### src/rtl/alu_seq_pkg.sv
// Shared definitions for the ALU operation sequencer: widths, opcodes,
// FSM state type and the operand-fetch classification of each opcode.
package alu_seq_pkg;

    localparam int DATA_W_DEF  = 19;
    localparam int ADDR_W_DEF  = 10;
    localparam int NUM_ALU_OPS = 14;

    localparam logic [3:0] OP_ADD = 4'd0;
    localparam logic [3:0] OP_SUB = 4'd1;
    localparam logic [3:0] OP_MUL = 4'd2;
    localparam logic [3:0] OP_DIV = 4'd3;
    localparam logic [3:0] OP_AND = 4'd4;
    localparam logic [3:0] OP_OR  = 4'd5;
    localparam logic [3:0] OP_XOR = 4'd6;
    localparam logic [3:0] OP_NOT = 4'd7;
    localparam logic [3:0] OP_INC = 4'd8;
    localparam logic [3:0] OP_DEC = 4'd9;
    localparam logic [3:0] OP_FFT = 4'd10;
    localparam logic [3:0] OP_ENC = 4'd11;
    localparam logic [3:0] OP_DNC = 4'd12;
    localparam logic [3:0] OP_TNF = 4'd13;
    localparam logic [3:0] OP_CLF = 4'd14;
    localparam logic [3:0] OP_CLR = 4'd15;

    typedef enum logic [1:0] {
        IDLE  = 2'd0,
        FETCH = 2'd1,
        EXEC  = 2'd2
    } state_t;

    // Opcodes that consume a DR operand read from memory before executing
    function automatic logic needs_fetch(input logic [3:0] op);
        return (op <= OP_NOT) || ((op >= OP_ENC) && (op <= OP_TNF));
    endfunction

endpackage

### src/rtl/alu_op_decoder.sv
// Turns the latched opcode into the one-hot ALU strobe vector; the strobe
// is only raised while the sequencer is executing, and CLF/CLR raise none.
module alu_op_decoder
    import alu_seq_pkg::*;
(
    input  logic [3:0]             op,
    input  logic                   exec_valid,
    output logic [NUM_ALU_OPS-1:0] alu_sel
);

    // One strobe bit per ALU opcode, all low outside execution
    always_comb begin
        alu_sel = '0;
        for (int i = 0; i < NUM_ALU_OPS; i++) begin
            alu_sel[i] = exec_valid && (op == 4'(i));
        end
    end

endmodule

### src/rtl/alu_op_sequencer.sv
// Control stage in front of the ALU: accepts opcode commands, fetches the
// DR operand when needed, fires one ALU strobe and writes the result into
// the accumulator it owns, keeping zero/negative/sticky-overflow flags.
// Optional feature macro: ALU_SEQ_OVF_TRAP_EN (discard overflowing results
// and pulse ovf_trap alongside done).
module alu_op_sequencer
    import alu_seq_pkg::*;
#(
    parameter int DATA_W = DATA_W_DEF,
    parameter int ADDR_W = ADDR_W_DEF
) (
    input  logic                   clk,
    input  logic                   rst_n,
    input  logic                   cmd_valid,
    output logic                   cmd_ready,
    input  logic [3:0]             cmd_op,
    input  logic [ADDR_W-1:0]      cmd_addr,
    input  logic                   ac_wr_en,
    input  logic [DATA_W-1:0]      ac_wr_data,
    output logic                   mem_req,
    output logic [ADDR_W-1:0]      mem_addr,
    input  logic                   mem_ack,
    input  logic [DATA_W-1:0]      mem_rdata,
    output logic [DATA_W-1:0]      ac,
    output logic [DATA_W-1:0]      dr,
    output logic [NUM_ALU_OPS-1:0] alu_sel,
    input  logic [DATA_W-1:0]      alu_result,
    input  logic                   alu_ovf,
    output logic                   done,
    output logic                   zero_flag,
    output logic                   neg_flag,
    output logic                   ovf_sticky,
    output logic                   ovf_trap
);

    state_t              state;
    state_t              state_next;
    logic [3:0]          op_q;
    logic [ADDR_W-1:0]   addr_q;
    logic                exec_valid;
    logic                accept;
    logic                ac_load;
    logic [DATA_W-1:0]   ac_next;
    logic                sticky_next;
`ifdef ALU_SEQ_OVF_TRAP_EN
    logic                trap_hit;
`endif

    assign accept = cmd_valid && cmd_ready;

    // State register, forced back to IDLE by reset even mid-fetch
    always_ff @(posedge clk) begin
        if (!rst_n) begin
            state <= IDLE;
        end else begin
            state <= state_next;
        end
    end

    // Next-state: fetch-class ops detour through FETCH until mem_ack
    always_comb begin
        state_next = state;
        case (state)
            IDLE: begin
                if (accept) begin
                    state_next = needs_fetch(cmd_op) ? FETCH : EXEC;
                end
            end
            FETCH: begin
                if (mem_ack) begin
                    state_next = EXEC;
                end
            end
            EXEC:    state_next = IDLE;
            default: state_next = IDLE;
        endcase
    end

    // State-decoded handshake outputs; a host AC write blocks new commands
    always_comb begin
        cmd_ready  = 1'b0;
        mem_req    = 1'b0;
        mem_addr   = '0;
        exec_valid = 1'b0;
        case (state)
            IDLE:  cmd_ready = ~ac_wr_en;
            FETCH: begin
                mem_req  = 1'b1;
                mem_addr = addr_q;
            end
            EXEC:    exec_valid = 1'b1;
            default: ;
        endcase
    end

    // Capture opcode and operand address when a command is taken
    always_ff @(posedge clk) begin
        if (!rst_n) begin
            op_q   <= '0;
            addr_q <= '0;
        end else if (accept) begin
            op_q   <= cmd_op;
            addr_q <= cmd_addr;
        end
    end

    // DR only loads on the acknowledged fetch edge; stray acks are ignored
    always_ff @(posedge clk) begin
        if (!rst_n) begin
            dr <= '0;
        end else if ((state == FETCH) && mem_ack) begin
            dr <= mem_rdata;
        end
    end

    // Decide what the accumulator and sticky flag become at this edge
    always_comb begin
        ac_load     = 1'b0;
        ac_next     = ac;
        sticky_next = ovf_sticky;
`ifdef ALU_SEQ_OVF_TRAP_EN
        trap_hit    = 1'b0;
`endif
        if ((state == IDLE) && ac_wr_en) begin
            ac_load = 1'b1;
            ac_next = ac_wr_data;
        end else if (state == EXEC) begin
            if (op_q == OP_CLF) begin
                sticky_next = 1'b0;
            end else if (op_q == OP_CLR) begin
                ac_load     = 1'b1;
                ac_next     = '0;
                sticky_next = 1'b0;
            end else begin
                ac_next     = alu_result;
                sticky_next = ovf_sticky | alu_ovf;
`ifdef ALU_SEQ_OVF_TRAP_EN
                ac_load     = ~alu_ovf;
                trap_hit    = alu_ovf;
`else
                ac_load     = 1'b1;
`endif
            end
        end
    end

    // Accumulator with its status flags, plus the completion pulse
    always_ff @(posedge clk) begin
        if (!rst_n) begin
            ac         <= '0;
            zero_flag  <= 1'b0;
            neg_flag   <= 1'b0;
            ovf_sticky <= 1'b0;
            done       <= 1'b0;
        end else begin
            if (ac_load) begin
                ac        <= ac_next;
                zero_flag <= (ac_next == '0);
                neg_flag  <= ac_next[DATA_W-1];
            end
            ovf_sticky <= sticky_next;
            done       <= (state == EXEC);
        end
    end

`ifdef ALU_SEQ_OVF_TRAP_EN
    // Trap pulse lines up with done when an overflowing result was dropped
    always_ff @(posedge clk) begin
        if (!rst_n) begin
            ovf_trap <= 1'b0;
        end else begin
            ovf_trap <= trap_hit;
        end
    end
`else
    assign ovf_trap = 1'b0;
`endif

    alu_op_decoder u_decoder (
        .op         (op_q),
        .exec_valid (exec_valid),
        .alu_sel    (alu_sel)
    );

endmodule
### config.mk
export PLATFORM = sky130hd
export DESIGN_NAME = alu_op_sequencer
export DESIGN_NICKNAME = d
export VERILOG_FILES = /design/src/rtl/alu_seq_pkg.sv /design/src/rtl/alu_op_decoder.sv /design/src/rtl/alu_op_sequencer.sv
export SDC_FILE = /design/constraint.sdc
export NUM_CORES = 1
export LEC_CHECK = 0
export CORE_MARGIN = 2
export CORE_UTILIZATION = 24
export DETAILED_ROUTE_END_ITERATION = 7
export PLACE_DENSITY = 0.5
export SKIP_CTS_REPAIR_TIMING = 1
export SLEW_MARGIN = 10
export SYNTH_ARGS = -nofsm -noshare
export SYNTH_HDL_FRONTEND = slang
export SYNTH_SLANG_ARGS = --single-unit
### constraint.sdc
create_clock -name clk -period 2.4 [get_ports clk]
set_input_delay 0.24 -clock clk [delete_from_list [all_inputs] [get_ports clk]]
set_output_delay 0.24 -clock clk [all_outputs]
set_load 0.02 [all_outputs]
==> results_dict.tcl <==
set metrics [dict create \
    power.internal_w 0.00178 \
    min_path_type "input pin to flop" \
    syn-cell-area_um2 2630 \
    dpl_cell_area_um2 4220 \
    cp.required_ps 2160 \
    top_usage_layer "met2" \
    setup_viol 0 \
    finalWirelength_um 8760 \
    layout-drive-gt1-share_pct 8.17 \
    tritoncts "yes" \
    reg2reg_from "state[1]$_SDFFE_PN0P_" \
    fin_area_um2 4430 \
    fin_worst_skew_ps 8.08 \
    hold_end "ac[15]$_SDFFE_PN0P_" \
    grt_first_pass_wirelength_um 13500 \
    drt-pass1-iter-count 4 \
    dpl.hpwl_um 6470 \
    synth-seq-area-share_pct 43.5 \
    n_antenna_cell 0 \
    num_rows 38 \
    status "complete, no violations" \
    grt_pass1_vias 2692 \
    grt_max_degree 34 \
    clkSinkCount 57 \
    pwr-share-clk_pct 37.5 \
    grt_overflow_total 0 \
    drc 0 \
    clk_pin_slew_ps 60 \
    swShare_pct 25.2 \
    gp_congestion 0.874 \
    cts_buffers 9 \
    start_kind "flop" \
    r2r-end "zero_flag$_SDFFE_PN0P_" \
    total_power_w 0.00238 \
    fin_util_pct 41.2 \
    p_per_area_nw_per_um2 537 \
    tightest_slew_ps 1040 \
    yosys_register_bits 57 \
    avgSynthCellArea_um2 8.18 \
    period_needed_ps 2240 \
    final_cell_mix "137 x clkdlybuf4s50_1, 87 x nand2_1, 56 x dfxtp_1" \
    via_per_inst 4.59 \
    slew_headroom_pct 30.5 \
    use_met2_pct 25.3 \
    power_frac_comb_pct 19.5 \
    synth_nets 398 \
    die_h_um 109 \
    p_sw_w 0.000600 \
    r2r_slack_ps 260 \
    path_max_fanout 7 \
    core_um2 10700 \
    final_common_cell "clkdlybuf4s50_1" \
    antenna_found_initial 0 \
    syn2layout_area_growth_pct 68.7 \
    grtUsageTotal_pct 14.7 \
    fillers 1089 \
    slew_viol_final 0 \
    worstHoldStart "rst_n" \
    met3_usage_pct 5.06 \
    pwr-share-seq_pct 42.9 \
    final_hold_viol_count 0 \
    whs_ps 423 \
    h-tree-depth 3 \
    cap_violations 0 \
    peakVddDrop_uv 269 \
    cts_root_buffer "clkbuf_8" \
    fin_setup_tns_ps 0 \
    die_x_um 109 \
    num_vias 2774 \
    dieArea_um2 11800 \
    arrival_ps 2000 \
    layout_worst_path_cycle_share_pct 93.2 \
    rsz0062_at_grt "false" \
    worstSkewPairLatency_ps 330 \
    drt_iter0_markers 98 \
    antenna_left 0 \
    synth_cell_types 39 \
    met1_usage_pct 17.5 \
    io_buffer_count 144 \
    ios 146 \
    critPathCaptureType "output port" \
    crit_type "flop to output port" \
    start_util_pct 24.4 \
    nets 538 \
    max_freq_ghz 0.447 \
    yosysWarnings 0 \
    cellLeakagePower_nw 1.68 \
    worstRegToRegCells 7 \
    hold_depth 2 \
    wire_per_inst_um 14.5 \
    cts_buffer_depth 2 \
    syn_inst 321 \
]
==> cells in the mapped netlist, drive strengths merged <==
cell	number	area, um^2
nor3	7	35.0
or4	1	11.3
nor4	3	18.8
a32oi	4	35.0
o311a	3	30.0
o22ai	1	6.26
a22oi	1	7.51
nand3	6	35.0
o21ai	2	10.0
nand4b	1	8.76
and4	1	8.76
nand2b	2	12.5
o31ai	1	12.5
and2	26	163
nor3b	2	15.0
or3b	1	11.3
a32o	11	110
o211ai	3	22.5
a21oi	4	20.0
buf	8	57.6
a31o	4	35.0
clkbuf	19	71.3
dfxtp	57	1140
a21boi	33	248
nor2	11	41.3
or3	1	6.26
and2b	1	7.51
inv	3	11.3
or2b	1	7.51
nor2b	7	43.8
conb	1	3.75
o21a	1	7.51
nand4	2	12.5
a31oi	5	31.3
nand2	87	327
==> per-stage QoR <==
step | setup slack (ps) | cells
floorplan | 507 | 321
global placement | 56.7 | 590
detailed placement | 48.8 | 590
CTS | -146 | 605
global route | 11.9 | 605
finish | 163 | 605
==> critical path: stages, from the launching register on <==
cell             delay, ps
dfxtp_2                400
or2b_1                 320
nor2_1                 110
nand2_1                110
nor2_1                 130
clkdlybuf4s50_1        610
==> kinds of logic (layout without fill, tap and decap cells) <==
| family | Yosys count | count (layout) | synth area share, % |
|---|---|---|---|
| simple gates | 160 | 160 | 29.1 |
| other cells | 1 | 1 | 0.143 |
| buf+inv | 30 | 174 | 5.34 |
| flops | 57 | 57 | 43.5 |
| compound gates | 73 | 73 | 21.9 |
==> state kept, by name, indices dropped and copies added (netlist names) <==
| register | flops |
|---|---|
| ac | 19 |
| dr | 19 |
| addr_q | 10 |
| op_q | 4 |
| state | 2 |
| done | 1 |
| ovf_sticky | 1 |
| zero_flag | 1 |
==> layer usage <==
| metal | vias to the layer above | wire (um) |
|---|---|---|
| met5 | - | 0 |
| met4 | 0 | 129 |
| met3 | 12 | 659 |
| met2 | 98 | 4310 |
| met1 | 1284 | 3650 |
| li1 | 1380 | - |
==> worst max-delay path by stage <==
| stage | start | end | slack, ps | depth (start not counted) |
|---|---|---|---|---|
| finish | state[1]$_SDFFE_PN0P_ | alu_sel[13] | 160 | 5 |
| CTS | state[1]$_SDFFE_PN0P_ | alu_sel[0] | -150 | 4 |
| global placement | ac_wr_en | zero_flag$_SDFFE_PN0P_ | 60 | 7 |
| floorplan | state[1]$_SDFFE_PN0P_ | zero_flag$_SDFFE_PN0P_ | 510 | 6 |
| global route | state[1]$_SDFFE_PN0P_ | alu_sel[7] | 10 | 5 |
| detailed placement | ac_wr_en | zero_flag$_SDFFE_PN0P_ | 50 | 7 |
==> area by class of cell <==
| cell class | instances | area (um^2) | area share, % |
|---|---|---|---|
| clock buffers | 12 | 155 | 3.50 |
| clock inverters | 3 | 40.0 | 0.904 |
| inverters | 3 | 11.3 | 0.254 |
| multi-input cells | 234 | 1350 | 30.5 |
| flip-flops and latches | 57 | 1140 | 25.8 |
| well taps | 140 | 175 | 3.96 |
| repair buffers | 156 | 1550 | 35.1 |
==> power by group through the flow <==
stage               Combinational [W]  Clock [W]  Sequential [W]
floorplan                    0.000181          0         0.00107
CTS                          0.000468   0.000932         0.00102
global route                 0.000503   0.000977         0.00103
finish                       0.000464   0.000892         0.00102
global placement             0.000465          0         0.00104
detailed placement           0.000466          0         0.00104
Power figures use the tool's default switching activity.
==> RTL edit (config.mk and constraints unchanged) <==
`NUM_ALU_OPS`: 14 -> 15.
--- a/src/rtl/alu_seq_pkg.sv
+++ b/src/rtl/alu_seq_pkg.sv
@@ -6,3 +6,3 @@
     localparam int ADDR_W_DEF  = 10;
-    localparam int NUM_ALU_OPS = 14;
+    localparam int NUM_ALU_OPS = 15;
 
Interface: changed (resized alu_sel); port bits go from 146 to 147. The function was not compared with the original's and may differ.
==> RTL edit against the original RTL <==
  * Register-to-register slack better by 80 ps
  * Routed wire length down 1.7%
  * Sequential power hardly changed
  * Area after synthesis up 1.7%
  * Sequential cell count unchanged
  * Total power decreased by 1.3%
  * Design area is essentially flat
  * Setup slack worse by 29 ps
==> RTL edit: results (changes against the original RTL) <==
- Largest cells by area after synthesis: dfxtp_1, nand2_1, and2_1
- Status: complete, no violations
- Final setup margin: 133.9 ps (-29.14 ps)
- Worst Setup SP: state[0]
- Clock-pin slew on the worst setup and hold paths: 60 ps (about the same)
- Reg power frac: 43.6% (+0.7 points)
- GRT Total Usage: 14.66% (-0.045 points)
- Met2 Routed Length: 3.933 mm (-8.8%)
- Filler cells: 1,120 (+2.8%)
- Cell-internal power: 1734 µW (-2.5%)
- Synthesized netlist cell count: 332 (+3.4%)
- Worst-margin pin slew: 687.2 ps (-350.4 ps)
- Post-DP Area: 0.004225 mm² (+0.24%)
- GPL Wtd Cong: 0.7380 (-16%)
- Clk power: 868 µW (-2.7%)
- Placed Cells: 602 (+2.0%)
- Leak: 0.001711 µW (+1.9%)
- WL met1: 3.887 mm (+6.4%)
- DP HPWL: 6.421 mm (-0.81%)
- Commonest cells in the synthesized netlist: nand2_1, dfxtp_1, and2_1
- Vias in the first global route: 2,697 (+0.19%)
- RR Startpoint: op_q[3]
- Hold path startpoint: addr_q[6]
- Worst VDD drop: 0.0002422 V (-9.9%)
- Worst Reg-to-Reg Cells: 6 (-1)
- Maximum number of pins on one net before global-route repair: 25 (-26%)
- CP delay by family, top: buffers and inverters
- Post-route clock skew: 10.83 ps (+2.745 ps)
- Psw: 611.3 µW (+1.9%)
- Syn nets: 409 (+2.8%)
- Synth Area in Compound Gates: 19.96% (-2.0 points)
- Met2 Use GR: 23.02% (-2.3 points)
- Critical Path AT: 2030 ps (+30 ps)
- Mean routed wirelength per cell: 13.97 µm (-3.5%)
- Layout cells sized above 1: 6.933% (-1.2 points)
- Buffers on Ports: 145 (+0.69%)
- Fin cells: 616 (+1.8%)
- Global-route wire length before repair: 13.66 mm (+1.5%)
- Met3 Track Usage GR: 5.216% (+0.15 points)
- Placement Setup Slack: 234.9 ps (+186.1 ps)
- HP Class: flip-flop to flip-flop
[RTL edit: cell count changes after synthesis, moves of 4 or more]
cell	delta
a31oi_1	-4
clkbuf_1	-8
nand3_1	+5
a21boi_1	+10
nor2b_1	-5
nand2_1	+7
a32o_1	-9
and2_1	+6
o21ai_0	+5
a31o_2	-4
o21ai_1	+5
a21boi_0	-10
a32oi_1	+4
[RTL edit: area by class of cell]
class / count / area (µm²) / area share (%)
Clock buffer: 10 / 137.6 / 3.106
Clock inverter: 4 / 45.04 / 1.017
Inverter: 2 / 7.507 / 0.1694
Multi-Input combinational cell: 248 / 1375 / 31.04
Sequential cell: 57 / 1141 / 25.76
Tap cell: 140 / 175.2 / 3.954
Timing Repair Buffer: 155 / 1549 / 34.96
[RTL edit: worst min-delay path, stage by stage (launching register included)]
cell and delay, ps:
dfxtp_1 300, nand2_1 50, a21boi_1 50
